--- src/rtl/timer_pkg.sv ---
// Shared definitions for the timer scheduler.
//   state_t  : controller states (IDLE, RUN, DONE)
//   ch_t     : channel index type
//   rr_pick  : round-robin channel search starting at a pointer
//   onehot   : channel index to one-hot channel vector
package timer_pkg;

  localparam int CH_NUM = 4;
  localparam int CH_W   = 2;

  typedef enum logic [1:0] {
    IDLE = 2'd0,
    RUN  = 2'd1,
    DONE = 2'd2
  } state_t;

  typedef logic [CH_W-1:0] ch_t;

  // Lowest offset from ptr (with wrap) whose request bit is set wins.
  // Walking offsets from high to low lets the smallest offset overwrite last.
  // The result is only meaningful when at least one req bit is set.
  function automatic ch_t rr_pick(input logic [CH_NUM-1:0] req, input ch_t ptr);
    ch_t idx;
    ch_t pick;
    pick = ptr;
    for (int k = CH_NUM - 1; k >= 0; k--) begin
      idx = ptr + ch_t'(k);
      if (req[idx]) pick = idx;
    end
    return pick;
  endfunction

  function automatic logic [CH_NUM-1:0] onehot(input ch_t c);
    return CH_NUM'(1) << c;
  endfunction

endpackage

--- src/rtl/tick_gen.sv ---
// Time base: free-running modulo-DIV counter that is held at zero while clr
// is high and emits a one-cycle tick in the cycle the count equals DIV-1.
//   clk   : clock
//   reset : asynchronous active-high reset
//   clr   : synchronous clear; holds the counter at 0 and tick low
//   tick  : registered pulse, high while the counter equals DIV-1
module tick_gen #(
  parameter int DIV = 8
) (
  input  logic clk,
  input  logic reset,
  input  logic clr,
  output logic tick
);

  localparam int         W    = (DIV > 1) ? $clog2(DIV) : 1;
  localparam logic [W-1:0] LAST = W'(DIV - 1);

  logic [W-1:0] cnt;
  logic [W-1:0] cnt_next;

  always_comb begin
    cnt_next = (cnt == LAST) ? '0 : cnt + W'(1);
  end

  // tick is registered alongside the counter so it is high exactly while
  // cnt == LAST, without a combinational compare on the output.
  // NOTE: sequential state uses non-blocking assignments so every register
  // samples pre-edge values regardless of statement order.
  always_ff @(posedge clk or posedge reset) begin
    if (reset) begin
      cnt  <= '0;
      tick <= 1'b0;
    end else if (clr) begin
      cnt  <= '0;
      tick <= 1'b0;
    end else begin
      cnt  <= cnt_next;
      tick <= (cnt_next == LAST);
    end
  end

endmodule

--- src/rtl/timer_sched.sv ---
// Round-robin timer scheduler. Grants one requesting channel at a time,
// times its duration in ticks of an internal time base, then signals done.
//   clk       : clock
//   reset     : asynchronous active-high reset
//   req       : per-channel request level, held until ack
//   dur       : per-channel duration in ticks, 8 bits per channel
//   abort     : single-cycle pulse cancelling the running timer
//   ack       : one-hot pulse, request accepted
//   done      : one-hot pulse, timer expired
//   busy      : high while running or finishing
//   active_ch : last granted channel
//   tick      : time-base pulse (low outside RUN)
module timer_sched
  import timer_pkg::*;
#(
  parameter int CLK_FREQ = 100000000,
  parameter int TICK_HZ  = 1,
  parameter int NCH      = 4
) (
  input  logic             clk,
  input  logic             reset,
  input  logic [NCH-1:0]   req,
  input  logic [8*NCH-1:0] dur,
  input  logic             abort,
  output logic [NCH-1:0]   ack,
  output logic [NCH-1:0]   done,
  output logic             busy,
  output ch_t              active_ch,
  output logic             tick
);

  localparam int DIV = CLK_FREQ / TICK_HZ;

  state_t     state;
  state_t     state_nx;
  ch_t        ptr;
  ch_t        grant;
  logic [7:0] remaining;
  logic       clr;

  // The counter runs only across consecutive RUN cycles: it is cleared on the
  // grant edge and on the edge leaving RUN, so tick never shows outside RUN.
  tick_gen #(.DIV(DIV)) u_tick_gen (
    .clk   (clk),
    .reset (reset),
    .clr   (clr),
    .tick  (tick)
  );

  // NOTE: every signal driven here gets a default first, so no path through
  // the case statement can leave it unassigned and infer a latch.
  always_comb begin
    state_nx = state;
    grant    = rr_pick(req, ptr);
    unique case (state)
      IDLE: if (|req) state_nx = RUN;
      RUN: begin
        // abort is tested first so it beats a coincident terminal tick
        if (abort)                          state_nx = IDLE;
        else if (remaining == 8'd0)         state_nx = DONE;
        else if (tick && remaining == 8'd1) state_nx = DONE;
      end
      DONE:    state_nx = IDLE;
      default: state_nx = IDLE;
    endcase
    clr = !(state == RUN && state_nx == RUN);
  end

  always_ff @(posedge clk or posedge reset) begin
    if (reset) begin
      state     <= IDLE;
      ptr       <= '0;
      remaining <= '0;
      ack       <= '0;
      done      <= '0;
      busy      <= 1'b0;
      active_ch <= '0;
    end else begin
      state <= state_nx;
      busy  <= (state_nx != IDLE);
      ack   <= '0;
      done  <= '0;
      unique case (state)
        IDLE: begin
          if (|req) begin
            ack       <= onehot(grant);
            active_ch <= grant;
            remaining <= dur[{grant, 3'b000} +: 8];
          end
        end
        RUN: begin
          if (!abort && tick && remaining != 8'd0) remaining <= remaining - 8'd1;
          // Leaving RUN by completion or abort both move the pointer on.
          if (state_nx != RUN) ptr <= ch_t'(active_ch + 1'b1);
        end
        DONE:    done <= onehot(active_ch);
        default: ;
      endcase
    end
  end

endmodule

--- config.mk ---
export PLATFORM = sky130hd
export DESIGN_NAME = timer_sched
export DESIGN_NICKNAME = d
export VERILOG_FILES = /design/src/rtl/timer_pkg.sv /design/src/rtl/tick_gen.sv /design/src/rtl/timer_sched.sv
export SDC_FILE = /design/constraint.sdc
export NUM_CORES = 1
export LEC_CHECK = 0
export ABC_AREA = 1
export CAP_MARGIN = 20
export CORE_MARGIN = 5
export CORE_UTILIZATION = 55
export CTS_BUF_LIST = sky130_fd_sc_hd__clkbuf_8
export CTS_CLUSTER_DIAMETER = 40
export CTS_CLUSTER_SIZE = 40
export DETAILED_ROUTE_END_ITERATION = 10
export DONT_BUFFER_PORTS = 1
export HOLD_SLACK_MARGIN = 0.1
export PLACE_DENSITY = 0.79
export SLEW_MARGIN = 20
export SYNTH_ARGS = -nofsm -noshare
export SYNTH_HDL_FRONTEND = slang
export SYNTH_HIERARCHICAL = 1
export SYNTH_SLANG_ARGS = --single-unit
--- constraint.sdc ---
create_clock -name clk -period 2.7 [get_ports clk]
set_input_delay 0.54 -clock clk [delete_from_list [all_inputs] [get_ports clk]]
set_output_delay 0.54 -clock clk [all_outputs]
set_load 0.1 [all_outputs]
==> key figures <==
STA
  – RSZ-0062 raised after global routing: no
  – Setup TNS: 0 ns
  – Relative slew slack: 0.3946
  – Final-report hold violation count: 0
  – Slew @ Worst Pin: 0.9087 ns
  – Fin crit period: between 2 and 2.5 ns
  – Setup Viol. Count Final: 0
  – Final period utilization: 0.7785
  – Setup Skew: 0.007772 ns
  – Final Max Tran Viols: 0
  – Peak Freq: about 0.48 GHz

Setup path
  – WS Path Type: flip-flop to flip-flop
  – Startpoint types: flip-flop
  – Arr. time, crit path: ~2.3 ns
  – Reg-to-Reg End: remaining[3]
  – CP max FO: 13
  – Internal reg-to-reg setup slack: roughly 0.6 ns
  – WP data required: 2.90 ns
  – FF-to-FF path depth: 15
  – FF-to-FF Start: ptr[0]
  – Crit path capture type: flip-flop

Yosys
  – Post-synthesis register bit count: 51
  – Synth cell count leaders: nand2_1, nor2_1, inv_1, dfrtp_1, nand3_1
  – Post-synth EDFFs: 0
  – Post-synth net total: about 600
  – Synth top area cells: dfrtp_1, nand2_1, nor2_1
  – Avg Cell Area, Syn: roughly 6.7 sq um
  – Synth Instances: ~550
  – Largest area contributor in the netlist: dfrtp_1
  – Mapped Area: 3715 sq um
  – Synth Flop Type: dfrtp_1
  – YS warnings: 6
  – Netlist cell types: 36
  – Sequential share of the synthesized area: 0.3436
  – Post-synthesis async set-or-reset flop share: 1.000
  – Top-count cell post-synth: nand2_1
  – Post-synth top area share: 0.3436

Floorplanning
  – Core Footprint: 6681 sq um
  – Num rows: 30
  – Initial Util: 0.5560
  – Io pins: 51
  – Die Area: 8498 sq um
  – Die width: 92.19 microns
  – Die height: between 90 and 100 microns

Clock tree
  – Hold_buf cts: 0
  – Clock latency on the worst-skew pair: around 0.30 ns
  – Number of H-tree levels: 2
  – Total setup buffers inserted after CTS: 0
  – TritonCTS clock tree: built
  – Number of CTS-inserted buffers: 5
  – Sink Count: 51
  – Post_cts resized: 0
  – Clk slew on worst S/H paths: about 0.090 ns
  – Root Buffer: clkbuf_8
  – Clock Tree Buf Depth: 2

Finish
  – FF/Latch Area: 1276 sq um
  – Share of cells above drive strength 1: 0.1375
  – Antenna cells: 0
  – Synth-to-layout area growth: 5.153%
  – Fill cells: about 640
  – Multi-input gate area: 2086 sq um
  – # nets final: 607

Run status
  – Status: completed

Global routing
  – Initial antenna violation count: 0
  – GRT Total Usage: 0.2083
  – Largest net degree at the start of global routing: 29
  – First-pass GRT wire length: about 15 mm
  – Grt ovf: 0
  – Vias in the first global route: around 3300

Power
  – Clock share of power: 0.141
  – Worst-case vdd ir drop: 0.0003954 V
  – Int Power: between 0.0015 and 0.002 W
  – Seq pwr share: 0.325
  – Cell Pwr Density: ~950 nW/um^2
  – Comb pwr share: 0.534
  – Psw: about 0.0019 W
  – Total chip power: 0.003698 W
  – Leakage power: 1.944 nW
  – Switch share: 0.5174

Job
  – Max-Cap Viols: 0

Detailed routing
  – DR pass1 iterations: 5
  – Vias: 3351
  – Wirelength per Cell: approximately 13 microns
  – Via/cell ratio: between 5 and 6
  – DRT iter0 DRCs: ~140
  – DRC viols: 0
  – WL final: roughly 8.0 mm
  – Final ANT Viol Nets: 0

Placed design
  – GPL Wtd Cong: between 0.9 and 1
  – IO Port Bufs: 0
  – Dpl hpwl: between 6 and 7 mm

Worst hold path
  – Min-delay worst type: input pin to async pin
-- critical path, stage by stage (launching register included) --
cell      delay, ns
dfrtp_1        0.68
inv_8          0.09
nand2_2        0.08
nand3_1        0.08
nand2_1        0.09
inv_2          0.04
nand2_2        0.07
nand2_4        0.07
nand2_4        0.08
nand2_4        0.06
nand2_2        0.23
nor2_1         0.09
nand2_1        0.08
nand3_1        0.07
o21bai_1       0.12
nand2_1        0.06
-- state kept, by name, summed over array words and instances, names as in the netlist --
| signal | flops |
|---|---|
| u_tick_gen/cnt | 27 |
| remaining | 8 |
| ack | 4 |
| done | 4 |
| active_ch | 2 |
| ptr | 2 |
| state | 2 |
| busy | 1 |
| u_tick_gen/tick | 1 |
-- worst max-delay path by stage --
| stage | start | end | slack (ns) | cells after the start |
|---|---|---|---|---|
| after floorplan | u_tick_gen/tick | u_tick_gen/cnt[15] | 0.70 | 7 |
| after global placement | ptr[0] | remaining[3] | 0.66 | 15 |
| after detailed placement | ptr[0] | remaining[3] | 0.61 | 15 |
| after CTS | ptr[0] | remaining[3] | 0.60 | 15 |
| after global routing | ptr[0] | remaining[1] | 0.32 | 15 |
| final | ptr[0] | remaining[3] | 0.60 | 15 |
-- power groups by stage --
stage / logic (W) / registers [W] / clock network (W)
final: 0.00198 / 0.00120 / 0.000521
after global routing: 0.00228 / 0.00122 / 0.000569
after CTS: 0.00199 / 0.00120 / 0.000542
after detailed placement: 0.00198 / 0.00121 / 0
after global placement: 0.00192 / 0.00121 / 0
after floorplan: 0.00168 / 0.00127 / 0
-- area by class of cell --
type | count | share of cell area
clock buffers | 5 | 0.01762
inverters | 74 | 0.07303
flip-flops and latches | 51 | 0.3267
clock inverters | 2 | 0.009609
multi-input cells | 421 | 0.5340
well taps | 80 | 0.02562
repair buffers | 7 | 0.01345
-- per-stage QoR --
step / instances / util / cell area (sq um) / hold slack, ns / worst slack [ns]
CTS: 640 / 0.5846 / 3906 / 0.1781 / 0.5956
detailed placement: 633 / 0.5687 / 3800 / 0.4565 / 0.6093
global route: 640 / 0.5846 / 3906 / 0.2081 / 0.3241
global placement: 633 / 0.5687 / 3800 / 0.4500 / 0.6585
floorplan: 554 / - / 3715 / 0.4322 / 0.7008
finish: 640 / 0.5846 / 3906 / 0.1755 / 0.5980
-- routing by layer --
metal / routed length (microns) / global-route usage
met5: 0 / 0
met4: 178 / 0.06807
met3: 581 / 0.04348
met2: 3771 / 0.3534
met1: 3503 / 0.2642
-- kinds of logic after synthesis --
group / share of synthesized area
flops: 0.3435
fa+ha+maj: 0.02695
compound gates: 0.04514
xor+xnor: 0.01179
buf+inv: 0.09498
simple gates: 0.4776
-- cell usage in the layout (no fill, tap or decap), drive strengths merged --
cell	Yosys	layout
a21oi	8	8
or2	2	2
nor3	10	10
nor2	101	101
nand3b	1	1
xor2	3	3
dfrtp	51	51
nor3b	1	1
nand4	8	8
bufinv	0	1
clkbuf	1	5
nor4	2	2
a31oi	2	2
xnor2	2	2
a211oi	1	1
o21bai	5	5
clkinvlp	0	1
inv	74	74
ha	8	8
nand2	205	205
nand3	50	50
o21ai	12	12
buf	7	7
(Power assumes the default switching activity.)
